File: src/rtl/xdn_control_pkg.sv
// Shared constants for the control sequencer: opcodes, step numbers and
// control-word bit positions. Control-word bits are active-high internally;
// the top level converts them to the bus polarity.
package xdn_control_pkg;

   localparam int OPCODE_W = 4;
   localparam int STEP_W   = 3;
   localparam int CW_W     = 16;

   // Opcodes (IR[7:4])
   localparam logic [OPCODE_W-1:0] OP_NOP = 4'h0;
   localparam logic [OPCODE_W-1:0] OP_LDA = 4'h1;
   localparam logic [OPCODE_W-1:0] OP_ADD = 4'h2;
   localparam logic [OPCODE_W-1:0] OP_SUB = 4'h3;
   localparam logic [OPCODE_W-1:0] OP_STA = 4'h4;
   localparam logic [OPCODE_W-1:0] OP_LDI = 4'h5;
   localparam logic [OPCODE_W-1:0] OP_JMP = 4'h6;
   localparam logic [OPCODE_W-1:0] OP_JC  = 4'h7;
   localparam logic [OPCODE_W-1:0] OP_JZ  = 4'h8;
   localparam logic [OPCODE_W-1:0] OP_OUT = 4'hE;
   localparam logic [OPCODE_W-1:0] OP_HLT = 4'hF;

   // Step numbers
   localparam logic [STEP_W-1:0] T0 = 3'd0;
   localparam logic [STEP_W-1:0] T1 = 3'd1;
   localparam logic [STEP_W-1:0] T2 = 3'd2;
   localparam logic [STEP_W-1:0] T3 = 3'd3;
   localparam logic [STEP_W-1:0] T4 = 3'd4;

   // Control-word bit indices
   localparam int CW_PC_COUNT  = 0;
   localparam int CW_PC_JUMP   = 1;
   localparam int CW_PC_OUT    = 2;
   localparam int CW_MAR_LOAD  = 3;
   localparam int CW_RAM_OUT   = 4;
   localparam int CW_RAM_WRITE = 5;
   localparam int CW_IR_LOAD   = 6;
   localparam int CW_IR_OUT    = 7;
   localparam int CW_A_LOAD    = 8;
   localparam int CW_A_OUT     = 9;
   localparam int CW_B_LOAD    = 10;
   localparam int CW_ALU_OUT   = 11;
   localparam int CW_ALU_SUB   = 12;
   localparam int CW_FLAGS_LD  = 13;
   localparam int CW_OUT_LOAD  = 14;
   localparam int CW_HALT      = 15;  // internal: sets the halt register

   localparam logic [CW_W-1:0] CW_IDLE = '0;

endpackage

File: src/rtl/control_sequencer_microcode_rom.sv
// Microcode ROM: purely combinational {opcode, step, C, Z} -> {control word, last}.
// Steps 5-7 are unreachable in normal operation; they decode to an idle word
// flagged as last so the sequencer falls straight back to T0.
module microcode_rom
   import xdn_control_pkg::*;
#(
   parameter int OPCODE_WIDTH = OPCODE_W,
   parameter int STEP_WIDTH   = STEP_W
) (
   input  logic [OPCODE_WIDTH-1:0] i_opcode,
   input  logic [STEP_WIDTH-1:0]   i_step,
   input  logic                    i_carry,
   input  logic                    i_zero,
   output logic [CW_W-1:0]         o_cw,
   output logic                    o_last
);

   // Decode fetch steps commonly, execute steps per opcode
   always_comb begin
      o_cw   = CW_IDLE;
      o_last = 1'b0;
      case (i_step)
         T0: begin
            o_cw[CW_PC_OUT]   = 1'b1;
            o_cw[CW_MAR_LOAD] = 1'b1;
         end
         T1: begin
            o_cw[CW_RAM_OUT]  = 1'b1;
            o_cw[CW_IR_LOAD]  = 1'b1;
            o_cw[CW_PC_COUNT] = 1'b1;
         end
         T2: begin
            case (i_opcode)
               OP_LDA, OP_ADD, OP_SUB, OP_STA: begin
                  o_cw[CW_IR_OUT]   = 1'b1;
                  o_cw[CW_MAR_LOAD] = 1'b1;
               end
               OP_LDI: begin
                  o_cw[CW_IR_OUT] = 1'b1;
                  o_cw[CW_A_LOAD] = 1'b1;
                  o_last          = 1'b1;
               end
               OP_JMP: begin
                  o_cw[CW_IR_OUT]  = 1'b1;
                  o_cw[CW_PC_JUMP] = 1'b1;
                  o_last           = 1'b1;
               end
               OP_JC: begin
                  o_cw[CW_IR_OUT]  = i_carry;
                  o_cw[CW_PC_JUMP] = i_carry;
                  o_last           = 1'b1;
               end
               OP_JZ: begin
                  o_cw[CW_IR_OUT]  = i_zero;
                  o_cw[CW_PC_JUMP] = i_zero;
                  o_last           = 1'b1;
               end
               OP_OUT: begin
                  o_cw[CW_A_OUT]    = 1'b1;
                  o_cw[CW_OUT_LOAD] = 1'b1;
                  o_last            = 1'b1;
               end
               // HLT is not "last": the halt bit freezes the step at T2
               OP_HLT: o_cw[CW_HALT] = 1'b1;
               // NOP and undefined opcodes
               default: o_last = 1'b1;
            endcase
         end
         T3: begin
            case (i_opcode)
               OP_LDA: begin
                  o_cw[CW_RAM_OUT] = 1'b1;
                  o_cw[CW_A_LOAD]  = 1'b1;
                  o_last           = 1'b1;
               end
               OP_ADD, OP_SUB: begin
                  o_cw[CW_RAM_OUT] = 1'b1;
                  o_cw[CW_B_LOAD]  = 1'b1;
               end
               OP_STA: begin
                  o_cw[CW_A_OUT]     = 1'b1;
                  o_cw[CW_RAM_WRITE] = 1'b1;
                  o_last             = 1'b1;
               end
               default: o_last = 1'b1;
            endcase
         end
         T4: begin
            o_last = 1'b1;
            if (i_opcode == OP_ADD || i_opcode == OP_SUB) begin
               o_cw[CW_ALU_OUT]  = 1'b1;
               o_cw[CW_A_LOAD]   = 1'b1;
               o_cw[CW_FLAGS_LD] = 1'b1;
               o_cw[CW_ALU_SUB]  = (i_opcode == OP_SUB);
            end
         end
         default: o_last = 1'b1;
      endcase
   end

endmodule

File: src/rtl/control_sequencer.sv
// Fetch/execute stepper driving the shared CPU bus control lines.
// Holds only the step and halt registers; decoding lives in microcode_rom.
module control_sequencer
   import xdn_control_pkg::*;
#(
   parameter int OPCODE_WIDTH = OPCODE_W,
   parameter int STEP_WIDTH   = STEP_W
) (
   input  logic                    i_CLOCK,
   input  logic                    i_CLEAR_n,
   input  logic                    i_RUN,
   input  logic [OPCODE_WIDTH-1:0] i_OPCODE,
   input  logic                    i_FLAG_CARRY,
   input  logic                    i_FLAG_ZERO,
   output logic                    o_PC_COUNT_ENABLE,
   output logic                    o_PC_JUMP_n,
   output logic                    o_PC_OUTPUT_n,
   output logic                    o_MAR_LOAD_n,
   output logic                    o_RAM_OUTPUT_n,
   output logic                    o_RAM_WRITE_n,
   output logic                    o_IR_LOAD_n,
   output logic                    o_IR_OUTPUT_n,
   output logic                    o_A_LOAD_n,
   output logic                    o_A_OUTPUT_n,
   output logic                    o_B_LOAD_n,
   output logic                    o_ALU_OUTPUT_n,
   output logic                    o_ALU_SUBTRACT,
   output logic                    o_FLAGS_LOAD_n,
   output logic                    o_OUT_LOAD_n,
   output logic                    o_HALTED,
   output logic [STEP_WIDTH-1:0]   o_STEP
);

   logic [STEP_WIDTH-1:0] r_step;
   logic                  r_halted;
   logic [CW_W-1:0]       w_rom_cw;
   logic                  w_rom_last;
   logic                  w_enable;
   logic [CW_W-1:0]       w_cw;

   microcode_rom #(
      .OPCODE_WIDTH (OPCODE_WIDTH),
      .STEP_WIDTH   (STEP_WIDTH)
   ) u_rom (
      .i_opcode (i_OPCODE),
      .i_step   (r_step),
      .i_carry  (i_FLAG_CARRY),
      .i_zero   (i_FLAG_ZERO),
      .o_cw     (w_rom_cw),
      .o_last   (w_rom_last)
   );

   // Reset is in the gate so controls drop the instant i_CLEAR_n falls,
   // not only once the step register has been cleared.
   assign w_enable = i_RUN & ~r_halted & i_CLEAR_n;
   assign w_cw     = w_enable ? w_rom_cw : CW_IDLE;

   // Step counter: hold when stalled or halting, wrap after the last step
   always_ff @(posedge i_CLOCK or negedge i_CLEAR_n) begin
      if (!i_CLEAR_n)
         r_step <= T0;
      else if (!w_enable || w_cw[CW_HALT])
         r_step <= r_step;
      else if (w_rom_last)
         r_step <= T0;
      else
         r_step <= r_step + 1'b1;
   end

   // Halt flag: set at the end of HLT's T2, cleared only by reset
   always_ff @(posedge i_CLOCK or negedge i_CLEAR_n) begin
      if (!i_CLEAR_n)
         r_halted <= 1'b0;
      else if (w_cw[CW_HALT])
         r_halted <= 1'b1;
   end

   assign o_PC_COUNT_ENABLE = w_cw[CW_PC_COUNT];
   assign o_PC_JUMP_n       = ~w_cw[CW_PC_JUMP];
   assign o_PC_OUTPUT_n     = ~w_cw[CW_PC_OUT];
   assign o_MAR_LOAD_n      = ~w_cw[CW_MAR_LOAD];
   assign o_RAM_OUTPUT_n    = ~w_cw[CW_RAM_OUT];
   assign o_RAM_WRITE_n     = ~w_cw[CW_RAM_WRITE];
   assign o_IR_LOAD_n       = ~w_cw[CW_IR_LOAD];
   assign o_IR_OUTPUT_n     = ~w_cw[CW_IR_OUT];
   assign o_A_LOAD_n        = ~w_cw[CW_A_LOAD];
   assign o_A_OUTPUT_n      = ~w_cw[CW_A_OUT];
   assign o_B_LOAD_n        = ~w_cw[CW_B_LOAD];
   assign o_ALU_OUTPUT_n    = ~w_cw[CW_ALU_OUT];
   assign o_ALU_SUBTRACT    = w_cw[CW_ALU_SUB];
   assign o_FLAGS_LOAD_n    = ~w_cw[CW_FLAGS_LD];
   assign o_OUT_LOAD_n      = ~w_cw[CW_OUT_LOAD];
   assign o_HALTED          = r_halted;
   assign o_STEP            = r_step;

endmodule

File: config.mk
export PLATFORM = sky130hd
export DESIGN_NAME = control_sequencer
export DESIGN_NICKNAME = d
export VERILOG_FILES = /design/src/rtl/xdn_control_pkg.sv /design/src/rtl/control_sequencer_microcode_rom.sv /design/src/rtl/control_sequencer.sv
export SDC_FILE = /design/constraint.sdc
export NUM_CORES = 1
export LEC_CHECK = 0
export CAP_MARGIN = 20
export CORE_UTILIZATION = 40
export DETAILED_ROUTE_END_ITERATION = 8
export GPL_TIMING_DRIVEN = 1
export PLACE_DENSITY_LB_ADDON = 0.25
export SYNTH_ARGS = -nofsm -noshare
export SYNTH_HDL_FRONTEND = slang
export SYNTH_SLANG_ARGS = --single-unit
File: constraint.sdc
create_clock -name i_CLOCK -period 2.5 [get_ports i_CLOCK]
set_input_delay 0.75 -clock i_CLOCK [delete_from_list [all_inputs] [get_ports i_CLOCK]]
set_output_delay 0.75 -clock i_CLOCK [all_outputs]
set_load 0.1 [all_outputs]
==> metrics.md, run 1 <==
| Metric | Value |
|---|---|
| Status | stopped before the end |
| Stopping stage | 4_1_cts |
| Error | [ERROR DPL-0038] Utilization greater than 100%, impossible to legalize |
| CTS Buf Count | 3 |
| Post-synth top area cell | dfrtp_1 |
| Die height | 40.87 um |
| Routability Congestion | 0.9208 |
| Area after DPL | approximately 0.0013 mm^2 |
| Post-synth EDFFs | 0 |
| Synthesis-stage register bit count | 4 |
| Post-CTS Setup Bufs | 12 |
| Synth top area share | 16.56% |
| Clock sinks | 4 |
| Register area share after synthesis | between 10% and 20% |
| Hold_buf cts | 0 |
| Mapped Avg Cell Area | ~7.6 um^2 |
| FFs w/ async S/R, synth | 100.0% |
| # resized after CTS | 50 |
| Syn Std Cell Area | 604.3 um^2 |
| Synth warn | 0 |
| Synth area leaders | dfrtp_1 17%, ha_1 10%, nor2_1 5.6% |
| Post-synth net total | 93 |
| I/O Pins | 28 |
| Port bufs | 27 |
| Pre-CTS setup slack | -0.6205 ns |
| CTS max path bufs | 2 |
| H-Tree Depth | 1 |
| Post-synth cell types | 33 |
| Starting density of the core | 44.76% |
| Rows | 13 |
| Ys flop type | dfrtp_1 |
| Clock root cell | clkbuf_4 |
| Gate Count Post-Synth | just under 80 |
| Hpwl dp | 1.946 mm |
| DIE WIDTH | just over 40 um |
[metrics by stage]
step | setup TNS, ns | std cells
after floorplan | -4.816 | 79
after global placement | -6.390 | 137
after detailed placement | -7.828 | 137
[cells in the mapped netlist (all sizes together), types with 2 or more instances]
| cell | n |
|---|---|
| inv | 8 |
| nand3 | 6 |
| buf | 6 |
| nor3 | 4 |
| ha | 5 |
| dfrtp | 4 |
| nor2 | 9 |
| or3 | 2 |
| o21ai | 5 |
| o211ai | 3 |
| nand2 | 6 |
| nand4 | 3 |
[cell families after synthesis]
kind of cell    count (synthesis)  synth area share, %
simple gates                   38                36.03
compound gates                 16                21.53
buf+inv                        14                12.42
fa+ha+maj                       5                10.35
flops                           4                16.56
xor+xnor                        1                1.450
mux                             1                1.656
==> run 2, diff against run 1 <==
--- a/config.mk
+++ b/config.mk
@@ -6,10 +6,11 @@
 export NUM_CORES = 1
 export LEC_CHECK = 0
 export CAP_MARGIN = 20
-export CORE_UTILIZATION = 40
+export CORE_AREA = 2 2 63 65
 export DETAILED_ROUTE_END_ITERATION = 8
+export DIE_AREA = 0 0 65 67
 export GPL_TIMING_DRIVEN = 1
-export PLACE_DENSITY_LB_ADDON = 0.25
+export PLACE_DENSITY_LB_ADDON = 0.15
 export SYNTH_ARGS = -nofsm -noshare
 export SYNTH_HDL_FRONTEND = slang
 export SYNTH_SLANG_ARGS = --single-unit
==> metrics.md, run 2 <==
| Metric | Value |
|---|---|
| Reg2Reg Depth | 8 |
| Rows | 22 (+9) |
| Tcrit/Tclk final | 102.1% |
| Slew Viols, Final | 0 |
| Routability Congestion | 0.7384 (-20%) |
| CP Capture Type | output pin |
| Detail Route Antenna Nets | 0 |
| Status | finished, violations left |
| Clk slew on worst S/H paths | 0.03 ns |
| First-pass GRT wire length | approximately 3.6 mm |
| Synth area leaders | dfrtp_1 17%, ha_1 10%, nor2_1 5.6% |
| Number of diodes | 0 |
| Post-synth cell types | 33 (unchanged) |
| Required @ worst endpoint | between 1.5 and 2 ns |
| PnR worst setup slack | -0.05155 ns |
| Final wirelength | 2.295 mm |
| Grt total ovfl | 0 |
| Mapped Avg Cell Area | 7.650 um^2 (unchanged) |
| Clock sinks | 4 (unchanged) |
| Initial drt markers | 29 |
| RSZ-0062 raised after global routing | true |
| Hpwl dp | 1.734 mm (-11%) |
| Critical Path Start Type | input pin |
| Worst r2r dst | o_STEP[2] |
| Most frequent cell after synthesis | nor2_1 |
| Post-synth top area cell | dfrtp_1 |
| Final Setup Violations | 5 |
| WP buf/inv | 2 |
| Count of final hold-check violations | 0 |
| Avg WL per Cell | 12.27 um |
| Largest stage delay, worst path | 0.37 ns |
| Die height | 67 um (+64%) |
| Starting density of the core | 16.76% (-28 points) |
| CTS Buf Count | 3 (unchanged) |
| Clock root cell | clkbuf_8 |
| Post-synth EDFFs | 0 (unchanged) |
| CP Cell Sequence | buf_2 > and3b_1 > nand2_2 > or3_4 > and2_4 > buf_12 |
| Synth top area share | 16.56% (unchanged) |
| CTS max path bufs | 2 (unchanged) |
| Area growth from synthesis to layout | 161.9% |
| I/O Pins | 28 (unchanged) |
| Vias | 818 |
| Initial antenna violation count | 0 |
| Commonest non-fill, non-tap cell in the layout | buf_4 |
| Post-synth net total | 93 (unchanged) |
| CP max-delay cell | or3_4 |
| Peak supply drop | about 0.37 mV |
| Port bufs | 27 (unchanged) |
| Drt drc | 0 |
| Failing checks | negative setup slack |
| Slew @ Worst Pin | about 0.3 ns |
| Min-delay worst type | in2async |
| Register area share after synthesis | 16.56% (unchanged) |
| DIE WIDTH | 65 um (+59%) |
| Kind of critical path | in2out |
| Synth warn | 0 (unchanged) |
| Max_cap viols | 0 |
| Max transition margin | 79.94% |
| PwrDens | 692.5 mW/mm^2 |
| Gate Count Post-Synth | 79 (unchanged) |
| Clock Latency Late Sink | roughly 0.21 ns |
| Worst hold slack | 0.4115 ns |
| FFs w/ async S/R, synth | 100.0% (unchanged) |
| Ys flop type | dfrtp_1 |
| Number of global-route vias before repair | 812 |
| Final Skew | 0.001217 ns |
| Vias/cell | 4.374 |
| Crit path max fanout | 2 |
| Largest net degree at the start of global routing | 10 |
| Fmax | 0.3919 GHz |
| CTS tree | yes |
| Layout net count | 155 |
| Max reg flops | 3 |
| Die ar. | 0.004355 mm^2 |
| Synthesis-stage register bit count | 4 (unchanged) |
| First-pass DRT Iterations | 4 |
| Reg2Reg Setup Slack | between 0.6 and 0.7 ns |
| Worst r2r src | o_STEP[0] |
| Final min period | 2.552 ns |
| Layout cells sized above 1 | 76.98% |
| Top post-synthesis cells by count | 9 x nor2_1, 8 x inv_1, 6 x nand2_1, 6 x nand3_1, 5 x ha_1 |
| Core area | 0.003606 mm^2 |
| Worst path top cell family by delay | simple AND/OR/NAND/NOR gates |
| Pre-CTS setup slack | -0.5345 ns (+0.08604 ns) |
| Leading cell types in the layout, fill and taps excluded | 36 x buf_4, 15 x buf_12, 6 x buf_6, 5 x nor2_1 |
| Hold_buf cts | 0 (unchanged) |
| H-Tree Depth | 1 (unchanged) |
| Worst EP arrival | 1.80 ns |
| Static Leak | 0.0006659 uW |
| Gr usage total | 10.26% |
| Syn Std Cell Area | 604.3 um^2 (unchanged) |
[run 2: cell counts after synthesis]
Identical to the previous run, type by type.
[run 2: layout make-up]
cell class                 instances  area (um^2)
fill                             347         2023
timing repair buffer              63        708.2
multi-input combinational         61        621.8
sequential                         4        115.1
tap                               48        60.06
clock buffer                       3        41.29
inverter                           8        36.28
[run 2: how the worst max path moves through the flow]
stage	start	endpoint	slack [ns]	cells past startpoint
final	i_RUN	o_A_OUTPUT_n	-0.05	6
after global routing	o_STEP[0]	o_A_OUTPUT_n	-0.1	7
after CTS	o_STEP[0]	o_A_OUTPUT_n	-0.05	7
after detailed placement	i_OPCODE[1]	o_RAM_OUTPUT_n	-0.53	6
after global placement	i_OPCODE[3]	o_A_OUTPUT_n	-0.52	5
after floorplan	i_OPCODE[2]	o_ALU_SUBTRACT	-1.31	4
[run 2: logic make-up after synthesis]
logic type	after synthesis	synth area share, %
and+or+nand+nor	38	36.03
xor gates and xnor gates	1	1.450
muxes	1	1.656
DFF	4	16.56
buffers and inverters	14	12.42
AOI/OAI and AO/OA	16	21.53
adders and majority gates	5	10.35
[run 2: where the power goes]
group          internal, uW  switching [uW]  total (uW)
clock network           102            28.6         131
registers               101            31.2         132
logic                   327             507         833
total                   530             566        1100
[run 2: per-layer routing]
metal / GRT usage [%] / wire length (um) / vias to the layer above / share of wire, %
li1: - / - / 401 / -
met1: 12.00 / 927 / 396 / 40
met2: 19.85 / 1290 / 21 / 56
met3: 0.8446 / 77 / 0 / 3.4
met4: 2.660 / 0 / 0 / 0
met5: 0 / 0 / - / 0
[run 2: metrics by stage]
step           setup TNS (ns)  total power, uW  std cells  area [um^2]  utilization, %
3_3_place_gp           -7.113            838.9        173         1341           37.20
3_5_place_dp           -7.170            841.2        173         1341           37.20
2_1_floorplan          -4.816            632.6         79        744.5               -
6_report              -0.1422             1096        187         1583           43.89
5_1_grt               -0.5263             1157        187         1583           43.89
4_1_cts               -0.2593             1042        180         1464           40.60
[run 2: worst register-to-register path, delay by kind of cell, from the launching register on]
kind	cells	cell delay, ns
compound gates	3	0.45
flops	1	0.43
simple gates	1	0.37
buf+inv	3	0.29
fa+ha+maj	1	0.21
[run 2: repair_timing]
action                                  4_1_cts  5_1_grt
gates resized for setup                      48       16
endpoints found under the setup margin       15       11
pin swaps                                    18       11
buffers inserted                              4        7
hold endpoints to repair                      0        0
Note: power is estimated with default switching activity, not from simulation.
==> run 3, diff against run 2 <==
--- a/config.mk
+++ b/config.mk
@@ -7,6 +7,7 @@
 export LEC_CHECK = 0
 export CAP_MARGIN = 20
 export CORE_AREA = 2 2 63 65
+export CTS_CLUSTER_SIZE = 24
 export DETAILED_ROUTE_END_ITERATION = 8
 export DIE_AREA = 0 0 65 67
 export GPL_TIMING_DRIVEN = 1
==> results of run 3 <==
Same layout as run 2: the final DEF is identical, and so are final timing and power.
